`src/rtl/ibex_instr_wb_pkg.sv`:
```
// Shared types and constants for the instruction-side Wishbone bridge.
package ibex_instr_wb_pkg;

  typedef enum logic [1:0] {
    IDLE = 2'd0,
    BUS  = 2'd1,
    RESP = 2'd2
  } wb_state_e;

  localparam logic [3:0]  WB_SEL_ALL = 4'hF;
  localparam int unsigned ADDR_W     = 30;

endpackage

```
`src/rtl/ibex_instr_wb_addr_fifo.sv`:
```
// Circular queue of granted word addresses; pointers wrap modulo DEPTH so any depth works.
module ibex_instr_wb_addr_fifo
  import ibex_instr_wb_pkg::*;
#(
  parameter  int unsigned DEPTH = 2,
  localparam int unsigned CNT_W = $clog2(DEPTH + 1),
  localparam int unsigned PTR_W = (DEPTH > 1) ? $clog2(DEPTH) : 1
) (
  input  logic              clk_i,
  input  logic              rst_ni,
  input  logic              push_i,
  input  logic [ADDR_W-1:0] push_addr_i,
  input  logic              pop_i,
  output logic [ADDR_W-1:0] head_o,
  output logic [ADDR_W-1:0] head_next_o,
  output logic [CNT_W-1:0]  count_o
);

  logic [ADDR_W-1:0] mem_q [DEPTH];
  logic [ADDR_W-1:0] mem_d [DEPTH];
  logic [PTR_W-1:0]  wr_ptr_q, wr_ptr_d;
  logic [PTR_W-1:0]  rd_ptr_q, rd_ptr_d;
  logic [CNT_W-1:0]  count_q, count_d;

  function automatic logic [PTR_W-1:0] ptr_inc(input logic [PTR_W-1:0] ptr);
    logic [PTR_W-1:0] nxt;
    if (ptr == PTR_W'(DEPTH - 1)) begin
      nxt = '0;
    end else begin
      nxt = ptr + 1'b1;
    end
    return nxt;
  endfunction

  // Queue bookkeeping: write at tail, read at head, count tracks push minus pop.
  always_comb begin
    mem_d    = mem_q;
    wr_ptr_d = wr_ptr_q;
    rd_ptr_d = rd_ptr_q;
    if (push_i) begin
      mem_d[wr_ptr_q] = push_addr_i;
      wr_ptr_d        = ptr_inc(wr_ptr_q);
    end else begin
      wr_ptr_d = wr_ptr_q;
    end
    if (pop_i) begin
      rd_ptr_d = ptr_inc(rd_ptr_q);
    end else begin
      rd_ptr_d = rd_ptr_q;
    end
    case ({push_i, pop_i})
      2'b10:   count_d = count_q + 1'b1;
      2'b01:   count_d = count_q - 1'b1;
      default: count_d = count_q;
    endcase
  end

  // Head seen after a pop: the next stored entry, or the address being pushed right now.
  always_comb begin
    if (count_q > CNT_W'(1)) begin
      head_next_o = mem_q[ptr_inc(rd_ptr_q)];
    end else begin
      head_next_o = push_addr_i;
    end
  end

  // Queue state registers.
  always_ff @(posedge clk_i) begin
    if (!rst_ni) begin
      mem_q    <= '{default: '0};
      wr_ptr_q <= '0;
      rd_ptr_q <= '0;
      count_q  <= '0;
    end else begin
      mem_q    <= mem_d;
      wr_ptr_q <= wr_ptr_d;
      rd_ptr_q <= rd_ptr_d;
      count_q  <= count_d;
    end
  end

  assign head_o  = mem_q[rd_ptr_q];
  assign count_o = count_q;

endmodule

```
`src/rtl/ibex_instr_wb_bridge.sv`:
```
// Core instruction req/gnt/rvalid to Wishbone classic read bridge, one bus cycle at a time.
// Optional bus watchdog enabled by defining WB_TIMEOUT_EN.
module ibex_instr_wb_bridge
  import ibex_instr_wb_pkg::*;
#(
  parameter int unsigned ADDR_DEPTH     = 2,
  parameter int unsigned TIMEOUT_CYCLES = 255
) (
  input  logic        clk_i,
  input  logic        rst_ni,
  input  logic        instr_req_i,
  output logic        instr_gnt_o,
  input  logic [31:0] instr_addr_i,
  output logic        instr_rvalid_o,
  output logic [31:0] instr_rdata_o,
  output logic        instr_err_o,
  output logic        wb_cyc_o,
  output logic        wb_stb_o,
  output logic        wb_we_o,
  output logic [3:0]  wb_sel_o,
  output logic [31:0] wb_adr_o,
  input  logic [31:0] wb_dat_i,
  input  logic        wb_ack_i,
  input  logic        wb_err_i
);

  localparam int unsigned CNT_W = $clog2(ADDR_DEPTH + 1);

  wb_state_e         state_q, state_d;
  logic              cyc_q, cyc_d;
  logic [31:0]       adr_q, adr_d;
  logic [31:0]       rdata_q, rdata_d;
  logic              err_q, err_d;
  logic              rvalid_q, rvalid_d;

  logic              gnt_s;
  logic              pop_s;
  logic              tmo_hit_s;
  logic              bus_err_s;
  logic              bus_done_s;
  logic [CNT_W-1:0]  count_s;
  logic [ADDR_W-1:0] head_s;
  logic [ADDR_W-1:0] head_next_s;
  logic              unused_addr_s;

  // Only the registered count gates the grant; a pop in the same cycle does not free a slot.
  assign gnt_s = rst_ni & instr_req_i & (count_s < CNT_W'(ADDR_DEPTH));
  assign pop_s = (state_q == RESP);

  assign unused_addr_s = ^instr_addr_i[1:0];

  ibex_instr_wb_addr_fifo #(
    .DEPTH (ADDR_DEPTH)
  ) u_addr_fifo (
    .clk_i       (clk_i),
    .rst_ni      (rst_ni),
    .push_i      (gnt_s),
    .push_addr_i (instr_addr_i[31:2]),
    .pop_i       (pop_s),
    .head_o      (head_s),
    .head_next_o (head_next_s),
    .count_o     (count_s)
  );

`ifdef WB_TIMEOUT_EN
  localparam int unsigned TMO_W = $clog2(TIMEOUT_CYCLES + 1);

  logic [TMO_W-1:0] tmo_q, tmo_d;

  // Watchdog counts silent BUS cycles; it idles at zero so every bus cycle starts fresh.
  always_comb begin
    tmo_d     = tmo_q;
    tmo_hit_s = 1'b0;
    if ((state_q == BUS) && !(wb_ack_i || wb_err_i)) begin
      tmo_d     = tmo_q + 1'b1;
      tmo_hit_s = (tmo_d == TMO_W'(TIMEOUT_CYCLES));
    end else begin
      tmo_d = '0;
    end
  end

  // Watchdog register.
  always_ff @(posedge clk_i) begin
    if (!rst_ni) begin
      tmo_q <= '0;
    end else begin
      tmo_q <= tmo_d;
    end
  end
`else
  logic unused_tmo_s;

  assign tmo_hit_s    = 1'b0;
  assign unused_tmo_s = (TIMEOUT_CYCLES == 32'd0);
`endif

  // Error (or watchdog expiry) beats a simultaneous ack.
  assign bus_err_s  = wb_err_i | tmo_hit_s;
  assign bus_done_s = wb_ack_i | bus_err_s;

  // Next-state and registered-output logic of the bus FSM.
  always_comb begin
    state_d  = state_q;
    cyc_d    = cyc_q;
    adr_d    = adr_q;
    rdata_d  = rdata_q;
    err_d    = 1'b0;
    rvalid_d = 1'b0;
    case (state_q)
      IDLE: begin
        if (count_s != CNT_W'(0)) begin
          state_d = BUS;
          cyc_d   = 1'b1;
          adr_d   = {head_s, 2'b00};
        end else begin
          cyc_d = 1'b0;
        end
      end
      BUS: begin
        if (bus_done_s) begin
          state_d  = RESP;
          cyc_d    = 1'b0;
          rvalid_d = 1'b1;
          err_d    = bus_err_s;
          rdata_d  = bus_err_s ? 32'h0000_0000 : wb_dat_i;
        end else begin
          cyc_d = 1'b1;
        end
      end
      RESP: begin
        if ((count_s > CNT_W'(1)) || gnt_s) begin
          state_d = BUS;
          cyc_d   = 1'b1;
          adr_d   = {head_next_s, 2'b00};
        end else begin
          state_d = IDLE;
          cyc_d   = 1'b0;
        end
      end
      default: begin
        state_d = IDLE;
        cyc_d   = 1'b0;
      end
    endcase
  end

  // FSM state and output registers.
  always_ff @(posedge clk_i) begin
    if (!rst_ni) begin
      state_q  <= IDLE;
      cyc_q    <= 1'b0;
      adr_q    <= 32'h0000_0000;
      rdata_q  <= 32'h0000_0000;
      err_q    <= 1'b0;
      rvalid_q <= 1'b0;
    end else begin
      state_q  <= state_d;
      cyc_q    <= cyc_d;
      adr_q    <= adr_d;
      rdata_q  <= rdata_d;
      err_q    <= err_d;
      rvalid_q <= rvalid_d;
    end
  end

  assign instr_gnt_o    = gnt_s;
  assign instr_rvalid_o = rvalid_q;
  assign instr_rdata_o  = rdata_q;
  assign instr_err_o    = err_q;
  assign wb_cyc_o       = cyc_q;
  assign wb_stb_o       = cyc_q;
  assign wb_we_o        = 1'b0;
  assign wb_sel_o       = WB_SEL_ALL;
  assign wb_adr_o       = adr_q;

endmodule

```
`config.mk`:
```
export PLATFORM = sky130hd
export DESIGN_NAME = ibex_instr_wb_bridge
export DESIGN_NICKNAME = d
export VERILOG_FILES = /design/src/rtl/ibex_instr_wb_pkg.sv /design/src/rtl/ibex_instr_wb_addr_fifo.sv /design/src/rtl/ibex_instr_wb_bridge.sv
export SDC_FILE = /design/constraint.sdc
export NUM_CORES = 1
export LEC_CHECK = 0
export ABC_AREA = 1
export BUFFER_PORTS_ARGS = -buffer_cell sky130_fd_sc_hd__buf_2
export CAP_MARGIN = 20
export CORE_MARGIN = 10
export CORE_UTILIZATION = 44
export DETAILED_ROUTE_END_ITERATION = 6
export PLACE_DENSITY = 0.67
export SYNTH_ARGS = -nofsm -noshare
export SYNTH_HDL_FRONTEND = slang
export SYNTH_SLANG_ARGS = --single-unit
export TNS_END_PERCENT = 10
```
`constraint.sdc`:
```
create_clock -name clk_i -period 1.55 [get_ports clk_i]
set_input_delay 0.155 -clock clk_i [delete_from_list [all_inputs] [get_ports clk_i]]
set_output_delay 0.155 -clock clk_i [all_outputs]
set_load 0.005 [all_outputs]
```
; After elaboration in Yosys (flattened, before gate mapping)
; Index checks and enable logic that the tools add are counted.
[word_totals]
inputBits = 69
reg_bits = 133
output_inout_bits = 74
[classes]
n_mux = 27
magnitude_cmp = 6
reduce_logical = 11
n_bitwise = 6
addsub = 4
n_eq_ne = 7
[op_table]
columns = operator, count
row1 = two-way mux 30 bit, 8
row2 = two-way mux 32 bit, 3
row3 = one-hot mux 32 bit (2 select lines), 1
row4 = bitwise mux 60 bit, 1
row5 = demux 30 bit (select 1 bit), 1
row6 = two-way mux 1 bit, 8
row7 = "greater-or-equal comparator 2 bit, second input constant", 3
row8 = "!= test 2 bit, second input constant", 3
row9 = inverter 1 -> 2 bit, 3
row10 = one-hot mux 2 bit (3 select lines), 1
row11 = AND reduction 2 bit, 3
row12 = AND reduction 3 bit, 2
row13 = nonzero test 2 bit, 3
row14 = "equality test 2 x 1 -> 1 bit, second input constant", 2
row15 = "equality test 2 bit, second input constant", 2
row16 = two-way mux 2 bit, 2
row17 = one-hot mux 2 bit (2 select lines), 1
row18 = one-hot mux 1 bit (3 select lines), 1
row19 = "adder 1 bit, second input constant", 2
row20 = "adder 2 x 1 -> 2 bit, second input constant", 1
row21 = bitwise AND 1 bit, 2
row22 = "> comparator 2 x 1 -> 1 bit, second input constant", 1
row23 = logical NOT 2 bit, 1
row24 = "less-than comparator 2 x 1 -> 1 bit, second input constant", 1
row25 = 5 further kinds, 5

; Depth between registers and ports, before layout
[depth]
depth_word = 10
ltp_mapped = 10

; Cells and area by module
; From an unflattened synthesis, not the netlist that was laid out.
[hier_totals]
cells_unflattened = 1060
area_unflattened_um2 = 6663.9
[by_module_without_submodules]
columns = module, instances, cells_per_inst, area_each_um2
row1 = ibex_instr_wb_addr_fifo, 1, 581, 3520.9
row2 = ibex_instr_wb_bridge, 1, 479, 3143.0

; Least setup slack after synthesis
; Ideal clock, no wire load.
[synth_path]
kind = flip-flop to flip-flop
start = register u_addr_fifo.count_q[1] (netlist: u_addr_fifo.count_o[1])
end = register adr_q[14] (netlist: wb_adr_o[14])
setup_time_ns = 0.064
slack_ns = 0.141
n_path_buf = 1
t_arrival_ns = 1.345
synth_period_minus_slack_ns = 1.409
path_stages_with_launch = 11
cell_sequence = dfxtp_1 -> inv_1 -> ha_1 -> inv_1 -> nand2_1 -> inv_1 -> clkbuf_1 -> nand2_1 -> a21oi_1 -> nor2_1 -> nor2_1
[synth_via]
elab_chain_cells = 5
elab_cells_between_ends = 11
cone_classes = 2 x order compare / 2 x eq/ne / 3 x mux / 1 x bitwise / 3 x reduce/logical
[synth_rtl]
columns = element, line
row1 = from (decl), ibex_instr_wb_addr_fifo.sv:23  ; logic [CNT_W-1:0] count_q, count_d;
row2 = from (signal assigned), ibex_instr_wb_addr_fifo.sv:78  ; count_q <= count_d;
row3 = less-than comparator 2 bit, ibex_instr_wb_bridge.sv:47  ; assign gnt_s = rst_ni & instr_req_i & (count_s < CNT_W'(ADDR_DEPTH));
row4 = bitwise AND 1 bit, ibex_instr_wb_bridge.sv:47
row5 = logical OR 1 bit, ibex_instr_wb_bridge.sv:131  ; if ((count_s > CNT_W'(1)) || gnt_s) begin
row6 = != test 2 bit (no line), -
row7 = AND reduction 3 bit (no line), -
row8 = to (signal assigned), ibex_instr_wb_bridge.sv:159  ; adr_q <= adr_d;
row9 = to (decl), ibex_instr_wb_bridge.sv:31  ; logic [31:0] adr_q, adr_d;
; Parallel ways exist; a longest one is shown, timed or not. The select of a mux whose other input is x is not followed.
; A chain may end at the register's enable or synchronous reset.

; Worst setup path after layout
[layout_path]
start = register u_addr_fifo.count_q[1] (netlist: u_addr_fifo.count_o[1])
end = register adr_q[5] (netlist: wb_adr_o[5])
; The elaborated chain is that of the path after synthesis.

==> impl_results.md <==
- Worst-path fanout max: 15
- H-tree depth: 4
- Pwr Density: ~1400 nW/um2
- Num CTS Buffers: 17
- Sink Count: 131
- RSZ-0062 raised after global routing: no
- Root Buffer: clkbuf_16
- Gr usage total: 18.1%
- Synth warn: 0
- Fmax: 685 MHz
- CP Cell Sequence: inv_2 > ha_1 > inv_1 > nand2_4 > nand3_4 > nand2_4 > clkbuf_16 > nand2_1 > nand2_1 > nor2_1
- Max cap viols: 0
- Pwr Total: between 10000 and 15000 uW
- Cell Rows: 43
- Final hold viol count: 0
- DIE HEIGHT: 140 um
- Worst path required time: ~1900 ps
- Synthesized instance count: just under 1000
- GPL Wtd Cong: just under 0.8
- Fin util: about 60%
- Vias per Instance: about 4.8
- First-pass GRT wire length: 29800 um
- Combinational family with the most area after synthesis: simple AND/OR/NAND/NOR gates
- Initial Util: a little under half
- Post-synthesis mux area share: 0%
- Final cycle utilization of the critical path: 94.3%
- Commonest non-fill, non-tap cell in the layout: nand2_1
- Num ports: 143
- Maximum vdd drop: 1110 uV
- Max-slew violations: 0
- Nets: between 1000 and 1500
- Status: finished clean
- Avg WL per Cell: roughly 14 um
- Synth Register Bits: 131
- PortBufs: 133
- Leak: just under 0.004 uW
- Least-Margin Pin Slew: between 700 and 800 ps
- Post-Route Setup TNS: 0 ps
- Crit path DAT: approximately 1800 ps
- Synth Area in Adders: less than 1%
- Delay-heaviest family, CP: simple AND/OR/NAND/NOR gates
- DR vias: approximately 6300
- CP max stage cell: dfxtp_2
- Core Box Area: 13900 um2
- Post-Synth Simple-Gate Area: 30.2%
- Share of cells above drive strength 1: 19.3%
- Sequential cell area: 2630 um2
- Commonest non-fill, non-tap cells in the layout: nand2_1, buf_2, dfxtp_1
- Bufs on Longest Clock Path: 2
- Netlist cell types: 19
- Postcts setup bufs: 0
- Endpoints failing setup: 0
- Slowest stage delay, CP: between 300 and 400 ps
- Clk_skew: about 5.2 ps
- DP HPWL: approximately 12000 um
- Pin count of the biggest net entering global routing: 75
- HP Class: primary input to register
- Placed Instance Area: between 7000 and 8000 um2
- Final instance area: between 8000 and 9000 um2
- DRT Wirelength: 18300 um
- Worst skew pair latency: 420 ps
- DRT iter0 DRCs: about 360
- DR DRC count: 0
- Post-Synthesis Cell Area: ~6300 um2
- Post-synthesis compound-gate area fraction: between 10% and 20%
- Area growth from synthesis to layout: 29.6%
- CTS tree: yes
- Die width: about 140 um
- Syn Area/Cell: between 6 and 7 um2
- Antenna violations before repair: 1
- Gr ovfl total: 0
- Pre-Repair DR Iteration Count: 5
- Multi-input gate area: between 2000 and 3000 um2
- Reg clk slew, reported paths: ~60 ps
- Type of element launching the critical path: register
- Die area: between 15000 and 20000 um2
- ANT nets after route: 0
- CP bufs+invs: 3
- Relative max-transition margin: 53.3%
- Sequential element share of the synthesized area: a little over two fifths
- Number of fill cells: 1337
- Vias in the first global route: about 6000
- Post-Synth XOR/XNOR Area: less than 1%
- Min Tclk post-route: approximately 1500 ps
- CP Capture Type: register
- Critical path type: register to register
cell usage after synthesis:
library cell  number  area, um2
nand2_1          310       1160
dfxtp_1          131       2620
inv_1            104        390
a21oi_1           94        470
nand3_1           93        465
o21ai_0           90        450
nor2_1            65        244
clkbuf_1          35        131
buf_2             29        145
buf_4              9       67.6
o21ai_1            5       25.0
buf_1              3       11.3
ha_1               3       37.5
inv_2              3       11.3
conb_1             2       7.51
nand2_2            2       12.5
xor2_1             2       17.5
clkbuf_2           1       5.00
nand3_4            1       17.5
layout make-up:
type | instances | area share [%]
antenna | 1 | 0.0307
multi-input combinational | 672 | 36.6
inverter | 107 | 4.95
clock inverter | 12 | 1.99
clock buffer | 19 | 5.43
tap | 180 | 2.76
sequential | 131 | 32.2
timing repair buffer | 190 | 16.1
path summary, 6_finish.rpt:
| path | startpoint | to | slack [ps] | cells past startpoint |
|---|---|---|---|---|
| min | wb_dat_i[4] | instr_rdata_o[4] | 8 | 3 |
| max reg2reg | u_addr_fifo.count_o[1] | wb_adr_o[5] | 90 | 10 |
| max | u_addr_fifo.count_o[1] | wb_adr_o[5] | 90 | 10 |
| min reg2reg | u_addr_fifo.mem_q[21] | u_addr_fifo.mem_q[21] | 460 | 2 |
kinds of logic (layout without fill, tap and decap cells):
group           count (synthesis)  after routing
xor+xnor                        2              2
other cells                     2              8
buf+inv                       184            328
compound gates                189            189
flops                         131            131
fa+ha+maj                       3              3
simple gates                  471            471
routing by layer:
layer  wire length [um]  up-vias  share of wire [%]  GRT usage [%]
met5                  0        -                  0              0
met4                146        0               0.80           4.95
met3               1550       12                8.4           8.03
met2               8360      168                 46           28.6
met1               8260     2760                 45           22.0
li1                   -     3339                  -              -
worst reg2reg max path, delay by kind of cell, from the launching register on:
family / cells / cell delay [ps]
and+or+nand+nor: 6 / 530
buffers and inverters: 3 / 340
DFF: 1 / 350
adders and majority gates: 1 / 170
flip-flops by register name (all words and copies together), names as in the netlist:
name,cells
u_addr_fifo.mem_q,60
instr_rdata_o,32
wb_adr_o,30
state_q,2
u_addr_fifo.count_o,2
instr_err_o,1
instr_rvalid_o,1
u_addr_fifo.rd_ptr_q,1
u_addr_fifo.wr_ptr_q,1
wb_cyc_o,1
stage by stage:
step	instances	setup slack (ps)	hold slack, ps
CTS	1310	11.9	0.587
floorplan	987	141	318
global placement	1256	93.0	423
detailed placement	1256	24.5	430
global route	1312	9.38	2.38
finish	1312	89.1	8.43
what timing repair did:
action	4_1_cts	5_1_grt
resized for setup	0	24
hold buffers	23	0
endpoints found under the hold margin	23	0
endpoints found under the setup margin	0	32
power by group:
group	switching (uW)	total, uW	internal [uW]
combinational	1750	2990	1250
clock	1460	4160	2700
sequential	231	4030	3800
total	3440	11200	7750
No activity file was read; power rests on OpenSTA's default activity.
